File: src/rtl/watch_timekeeper_pkg.sv
// Shared types for the watch time-of-day core: mode encoding, BCD digit/pair types, helpers.
// Optional alarm feature is selected elsewhere with the ALARM_EN macro.
package watch_pkg;

    localparam int unsigned DIGIT_W = 4;
    localparam int unsigned MODE_W  = 3;

    typedef logic [DIGIT_W-1:0] bcd_digit_t;

    typedef struct packed {
        bcd_digit_t tens;
        bcd_digit_t units;
    } bcd_pair_t;

    typedef enum logic [MODE_W-1:0] {
        RUN        = 3'd0,
        SET_HR     = 3'd1,
        SET_MIN    = 3'd2,
        SET_AL_HR  = 3'd3,
        SET_AL_MIN = 3'd4
    } mode_t;

    localparam bcd_pair_t BCD_RESET = 8'h00;

    // Decimal 0..99 to a two-digit BCD pair (used for wrap limits).
    function automatic bcd_pair_t to_bcd(input int unsigned v);
        bcd_pair_t r;
        r.tens  = DIGIT_W'((v / 10) % 10);
        r.units = DIGIT_W'(v % 10);
        return r;
    endfunction

    // BCD +1 with units 9->0 carrying into tens; no binary value ever exposed.
    function automatic bcd_pair_t bcd_inc(input bcd_pair_t v);
        bcd_pair_t r;
        if (v.units == 4'd9) begin
            r.tens  = v.tens + 4'd1;
            r.units = 4'd0;
        end else begin
            r.tens  = v.tens;
            r.units = v.units + 4'd1;
        end
        return r;
    endfunction

endpackage

File: src/rtl/watch_timekeeper_if.sv
// Handshake/display bundle between the watch core and its neighbours.
// Alarm signals exist only when ALARM_EN is defined.
interface watch_timekeeper_if;
    import watch_pkg::*;

    logic      clk_1hz;
    logic      btn_mode;
    logic      btn_inc;
    bcd_pair_t hour_bcd;
    bcd_pair_t min_bcd;
    bcd_pair_t sec_bcd;
    mode_t     mode;
    logic      tick_out;
`ifdef ALARM_EN
    logic      alarm_on;
    logic      alarm_ring;
    bcd_pair_t al_hour_bcd;
    bcd_pair_t al_min_bcd;
`endif

    modport master (
        output clk_1hz, btn_mode, btn_inc,
`ifdef ALARM_EN
        output alarm_on,
        input  alarm_ring, al_hour_bcd, al_min_bcd,
`endif
        input  hour_bcd, min_bcd, sec_bcd, mode, tick_out
    );

    modport slave (
        input  clk_1hz, btn_mode, btn_inc,
`ifdef ALARM_EN
        input  alarm_on,
        output alarm_ring, al_hour_bcd, al_min_bcd,
`endif
        output hour_bcd, min_bcd, sec_bcd, mode, tick_out
    );

endinterface

File: src/rtl/watch_timekeeper_bcd_mod_counter.sv
// Two-digit BCD register wrapping MAX->00, with synchronous clear and a wrap carry.
module bcd_mod_counter
    import watch_pkg::*;
#(
    parameter int unsigned MAX = 59
) (
    input  logic      clk,
    input  logic      reset,
    input  logic      inc,
    input  logic      clr,
    output bcd_pair_t value,
    output logic      carry
);

    localparam bcd_pair_t MAX_BCD = to_bcd(MAX);

    logic at_max;

    assign at_max = (value == MAX_BCD);
    assign carry  = inc & at_max;

    always_ff @(posedge clk) begin
        if (reset || clr) begin
            value <= BCD_RESET;
        end else if (inc) begin
            value <= at_max ? BCD_RESET : bcd_inc(value);
        end
    end

endmodule

File: src/rtl/watch_timekeeper.sv
// Watch time-of-day core: 1 Hz edge detect, set-mode FSM, BCD hh:mm:ss chain.
// Define ALARM_EN to add the alarm fields, alarm set states and alarm_ring.
module watch_timekeeper
    import watch_pkg::*;
#(
    parameter int unsigned HOUR_MAX = 23,
    parameter int unsigned MIN_MAX  = 59
) (
    input logic                clk_27Mhz,
    input logic                reset,
    watch_timekeeper_if.slave  bus
);

    logic      clk_1hz_q;
    logic      tick;
    mode_t     state;
    logic      tick_out;
    logic      sec_inc, min_inc, hour_inc, sec_clr;
    logic      sec_carry, min_carry;
    bcd_pair_t sec_val, min_val, hour_val;

    assign tick = bus.clk_1hz & ~clk_1hz_q;

    // Mode FSM plus registered tick strobe; btn_mode always wins over other inputs.
    always_ff @(posedge clk_27Mhz) begin
        if (reset) begin
            clk_1hz_q <= 1'b0;
            state     <= RUN;
            tick_out  <= 1'b0;
        end else begin
            clk_1hz_q <= bus.clk_1hz;
            tick_out  <= sec_inc;
            if (bus.btn_mode) begin
                case (state)
                    RUN:        state <= SET_HR;
                    SET_HR:     state <= SET_MIN;
`ifdef ALARM_EN
                    SET_MIN:    state <= SET_AL_HR;
                    SET_AL_HR:  state <= SET_AL_MIN;
`endif
                    default:    state <= RUN;
                endcase
            end
        end
    end

`ifdef ALARM_EN
    logic      al_hour_inc, al_min_inc, alarm_ring;
    bcd_pair_t al_hour_val, al_min_val;
`endif

    // Increment routing: time runs only in RUN; set modes edit one field with no carry.
    always_comb begin
        sec_inc  = 1'b0;
        min_inc  = 1'b0;
        hour_inc = 1'b0;
        sec_clr  = 1'b0;
`ifdef ALARM_EN
        al_hour_inc = 1'b0;
        al_min_inc  = 1'b0;
`endif
        case (state)
            RUN: begin
                sec_inc  = tick & ~bus.btn_mode;
                min_inc  = sec_carry;
                hour_inc = min_carry;
            end
            SET_HR:  hour_inc = bus.btn_inc & ~bus.btn_mode;
            SET_MIN: begin
                min_inc = bus.btn_inc & ~bus.btn_mode;
`ifndef ALARM_EN
                sec_clr = bus.btn_mode;
`endif
            end
`ifdef ALARM_EN
            SET_AL_HR:  al_hour_inc = bus.btn_inc & ~bus.btn_mode;
            SET_AL_MIN: begin
                al_min_inc = bus.btn_inc & ~bus.btn_mode;
                sec_clr    = bus.btn_mode;
            end
`endif
            default: ;
        endcase
    end

    bcd_mod_counter #(.MAX(MIN_MAX)) u_sec (
        .clk(clk_27Mhz), .reset(reset), .inc(sec_inc), .clr(sec_clr),
        .value(sec_val), .carry(sec_carry)
    );

    bcd_mod_counter #(.MAX(MIN_MAX)) u_min (
        .clk(clk_27Mhz), .reset(reset), .inc(min_inc), .clr(1'b0),
        .value(min_val), .carry(min_carry)
    );

    bcd_mod_counter #(.MAX(HOUR_MAX)) u_hour (
        .clk(clk_27Mhz), .reset(reset), .inc(hour_inc), .clr(1'b0),
        .value(hour_val), .carry()
    );

`ifdef ALARM_EN
    bcd_mod_counter #(.MAX(HOUR_MAX)) u_al_hour (
        .clk(clk_27Mhz), .reset(reset), .inc(al_hour_inc), .clr(1'b0),
        .value(al_hour_val), .carry()
    );

    bcd_mod_counter #(.MAX(MIN_MAX)) u_al_min (
        .clk(clk_27Mhz), .reset(reset), .inc(al_min_inc), .clr(1'b0),
        .value(al_min_val), .carry()
    );

    // Ring is judged one cycle after the tick, once the new hh:mm:00 is visible.
    always_ff @(posedge clk_27Mhz) begin
        if (reset) begin
            alarm_ring <= 1'b0;
        end else if (bus.btn_mode || bus.btn_inc || !bus.alarm_on || min_inc) begin
            alarm_ring <= 1'b0;
        end else if (tick_out && state == RUN && sec_val == BCD_RESET &&
                     hour_val == al_hour_val && min_val == al_min_val) begin
            alarm_ring <= 1'b1;
        end
    end

    assign bus.alarm_ring  = alarm_ring;
    assign bus.al_hour_bcd = al_hour_val;
    assign bus.al_min_bcd  = al_min_val;
`endif

    assign bus.sec_bcd  = sec_val;
    assign bus.min_bcd  = min_val;
    assign bus.hour_bcd = hour_val;
    assign bus.mode     = state;
    assign bus.tick_out = tick_out;

endmodule
File: src/flat_wrapper.sv
// flat-port wrapper written by rule: the top's interface ports become plain ports
module watch_timekeeper_flat import watch_pkg::*;
#(
    parameter int unsigned HOUR_MAX = 23,
    parameter int unsigned MIN_MAX  = 59
)
  (clk_27Mhz, reset, bus_clk_1hz, bus_btn_mode, bus_btn_inc, bus_hour_bcd, bus_min_bcd, bus_sec_bcd, bus_mode, bus_tick_out);
  watch_timekeeper_if bus_i ();
  input logic clk_27Mhz;
  input logic reset;
  input wire logic [$bits(bus_i.clk_1hz)-1:0] bus_clk_1hz;
  input wire logic [$bits(bus_i.btn_mode)-1:0] bus_btn_mode;
  input wire logic [$bits(bus_i.btn_inc)-1:0] bus_btn_inc;
  output wire logic [$bits(bus_i.hour_bcd)-1:0] bus_hour_bcd;
  output wire logic [$bits(bus_i.min_bcd)-1:0] bus_min_bcd;
  output wire logic [$bits(bus_i.sec_bcd)-1:0] bus_sec_bcd;
  output wire logic [$bits(bus_i.mode)-1:0] bus_mode;
  output wire logic [$bits(bus_i.tick_out)-1:0] bus_tick_out;
  assign bus_i.clk_1hz = bus_clk_1hz;
  assign bus_i.btn_mode = bus_btn_mode;
  assign bus_i.btn_inc = bus_btn_inc;
  assign bus_hour_bcd = bus_i.hour_bcd;
  assign bus_min_bcd = bus_i.min_bcd;
  assign bus_sec_bcd = bus_i.sec_bcd;
  assign bus_mode = bus_i.mode;
  assign bus_tick_out = bus_i.tick_out;
  watch_timekeeper #(.HOUR_MAX(HOUR_MAX), .MIN_MAX(MIN_MAX)) u_core (.clk_27Mhz(clk_27Mhz), .reset(reset), .bus(bus_i));
endmodule
File: config.mk
export PLATFORM = sky130hd
export DESIGN_NAME = watch_timekeeper_flat
export DESIGN_NICKNAME = d
export VERILOG_FILES = /design/src/rtl/watch_timekeeper_pkg.sv /design/src/rtl/watch_timekeeper_if.sv /design/src/rtl/watch_timekeeper_bcd_mod_counter.sv /design/src/rtl/watch_timekeeper.sv /design/src/flat_wrapper.sv
export SDC_FILE = /design/constraint.sdc
export NUM_CORES = 1
export LEC_CHECK = 0
export CAP_MARGIN = 20
export CORE_AREA = 2 2 68 70
export CTS_CLUSTER_DIAMETER = 100
export CTS_CLUSTER_SIZE = 16
export DETAILED_ROUTE_END_ITERATION = 7
export DIE_AREA = 0 0 70 72
export GPL_TIMING_DRIVEN = 1
export PLACE_DENSITY_LB_ADDON = 0.25
export SYNTH_ARGS = -nofsm -noshare
export SYNTH_HDL_FRONTEND = slang
export SYNTH_SLANG_ARGS = --single-unit
File: constraint.sdc
create_clock -name clk_27Mhz -period 2.9 [get_ports clk_27Mhz]
set_clock_uncertainty 0.2 [all_clocks]
set_input_delay 0.29 -clock clk_27Mhz [delete_from_list [all_inputs] [get_ports clk_27Mhz]]
set_output_delay 0.29 -clock clk_27Mhz [all_outputs]
set_load 0.02 [all_outputs]
==> impl_metrics.env <==
export IMPL_clockRootBuffer="clkbuf_8"
export IMPL_vias=1476
export IMPL_start_util=0.395
export IMPL_p_leak_nw=0.785
export IMPL_total_power_w=0.000705
export IMPL_crit_path_end_kind="register"
export IMPL_drive_above_1_share=0.0752
export IMPL_cts_max_level=1
export IMPL_grt_usage=0.147
export IMPL_p_per_area_nw_per_um2=337
export IMPL_avgSynthCellArea_um2=8.51
export IMPL_totalWireLength_um=3590
export IMPL_ys_seq_elements=28
export IMPL_synth_fp_nets=215
export IMPL_netlist_area_leader_share=0.333
export IMPL_drtIter0Drc=59
export IMPL_routedWlPerCell_um=12.9
export IMPL_worst_slew_pin_slew_ns=0.521
export IMPL_fin_tns_setup_ns=0
export IMPL_drv_slew=0
export IMPL_worstSetupPathType="primary input to register"
export IMPL_seq_area_frac_synth=0.333
export IMPL_vias_per_cell=5.31
export IMPL_cts_resized=0
export IMPL_hold_buffers=0
export IMPL_yosys_area_top_type="dfxtp_1"
export IMPL_cts_tree="built"
export IMPL_layout_commonest_cell="clkdlybuf4s50_1"
export IMPL_period_share=0.767
export IMPL_fin_crit_ns=2.22
export IMPL_synth_area_leaders="dfxtp_1, ha_1, a21oi_1, nand3_1, o21ai_0"
export IMPL_netlist_area_um2=1690
export IMPL_rsz0062_at_grt="false"
export IMPL_crit_required_ns=2.90
export IMPL_slew_headroom=0.651
export IMPL_postLayoutSetupSlackWorst_ns=0.676
export IMPL_path_cells="clkdlybuf4s50_1, nor4b_4, nand3_2, or4_1, a41oi_1"
export IMPL_startpoint_type="primary input"
export IMPL_io_buffers=31
export IMPL_die_height_um=72
export IMPL_critPathMaxStageDelay_ns=0.56
export IMPL_antenna_found_initial=0
export IMPL_route_detailed_drc=0
export IMPL_cap_violations=0
export IMPL_cts_buffers=3
export IMPL_cp_arrival_ns=2.23
export IMPL_die_w_um=70
export IMPL_grt_pass1_vias=1302
export IMPL_grt_overflow_total=0
export IMPL_synthArstFlopShare=0
export IMPL_hold_class="register to register"
export IMPL_clkLatencyLatePin_ns=0.27
export IMPL_grt_max_degree=17
export IMPL_path_clk_slew_ns=0.09
export IMPL_clk_path_buf_depth=2
export IMPL_netlist_instances=198
export IMPL_synth_edf_count=0
export IMPL_die_area_um2=5040
export IMPL_syn_to_final_growth_pct=24.0
export IMPL_cp_slowest_cell="clkdlybuf4s50_1"
export IMPL_ir_worst_vdd_uv=289
export IMPL_synthFlopType="dfxtp_1"
export IMPL_diodes=0
export IMPL_clock_sinks=28
export IMPL_fmax_mhz=450
export IMPL_design_core_area_um2=4260
export IMPL_final_cell_mix="clkdlybuf4s50_1, dfxtp_1, nor2_1"
export IMPL_drtPass1Iterations=5
export IMPL_status="completed"
export IMPL_ioPinCount=33
export IMPL_critPathMaxFanout=13
export IMPL_place_congestion=0.784
export IMPL_drtAntennaViolNets=0
export IMPL_finalHoldViolCount=0
export IMPL_setup_viol=0
export IMPL_dp_hpwl_um=2700
export IMPL_yosysUniqueCellTypes=45
export IMPL_whs_ns=0.312
export IMPL_grt_pass1_wl_um=6130
export IMPL_yosysWarnings=0
export IMPL_rows=24
export IMPL_dp_slack_ns=0.376
export IMPL_cts_setup_buffers=0
export IMPL_final_nets=244
[worst paths after layout]
check                                            from  depth (start not counted)                endpoint  slack, ns
worst min-delay path            u_core.u_sec.value[7]                          2   u_core.u_sec.value[7]       0.31
worst max register to register  u_core.u_sec.value[4]                          5  u_core.u_hour.value[3]       0.72
worst min register to register  u_core.u_sec.value[7]                          2   u_core.u_sec.value[7]       0.31
worst max-delay path                     bus_btn_mode                          5  u_core.u_hour.value[3]       0.68
[power breakdown]
group,switching [W],internal [W]
Clock,0.000121,0.000122
Combinational,0.0000331,0.0000298
Sequential,0.00000906,0.000390
[area by class of cell]
class	instances	area (µm²)
multi-input combinational	149	1030
fill	431	2170
clock buffer	4	55.1
tap	52	65.1
inverter	10	37.5
timing repair buffer	35	340
sequential	28	561
[per-layer routing]
layer | vias up | track usage | part of all wire
met5 | - | 0 | 0
met4 | 0 | 0.0342 | 0.0070
met3 | 4 | 0.0292 | 0.032
met2 | 20 | 0.237 | 0.45
met1 | 685 | 0.205 | 0.51
li1 | 767 | - | -
[flip-flops by register name, summed over array words and instances, names as in the netlist]
register	flops
u_core.bus.mode	2
u_core.bus.tick_out	1
u_core.clk_1hz_q	1
u_core.u_hour.value	8
u_core.u_min.value	8
u_core.u_sec.value	8
[Yosys cell counts (2+ instances only)]
cell type,count
and4bb_2,3
mux2_2,3
nand3_1,12
ha_1,12
nor2_1,14
a211oi_1,3
or3_1,2
o21ai_0,11
a21oi_1,13
nor3_1,2
nand2b_1,2
nor2b_1,5
and3_1,6
o211ai_1,2
a21o_1,2
nor3b_1,4
nand4_1,4
a211o_1,2
inv_1,10
dfxtp_1,28
mux2i_1,4
xnor2_1,3
and3b_1,4
buf_2,3
nand2_1,11
clkbuf_1,5
or4_1,2
nor4_1,2
nand3b_1,5
and2_1,3
a31oi_1,2
[metrics by stage]
step | utilization | instances | area [µm²]
after detailed placement | 0.477 | 274 | 2030
final | 0.490 | 278 | 2090
after floorplan | - | 198 | 1690
after CTS | 0.490 | 278 | 2090
after global placement | 0.477 | 274 | 2030
after global routing | 0.490 | 278 | 2090
[kinds of logic after synthesis]
family | after synthesis | synth area share
multiplexers | 7 | 0.0438
buffers and inverters | 21 | 0.0557
AND/OR/NAND/NOR | 86 | 0.313
XOR/XNOR | 3 | 0.0156
AO/OA/AOI/OAI | 40 | 0.148
adder cells (fa/ha/maj) | 12 | 0.0891
other | 1 | 0.00223
flip-flops | 28 | 0.333
[critical path, delay by kind of cell]
kind | cells | cell delay, ns
AO/OA/AOI/OAI | 1 | 0.20
AND/OR/NAND/NOR | 3 | 1.17
buffers and inverters | 1 | 0.56
Power figures use the tool's default switching activity.
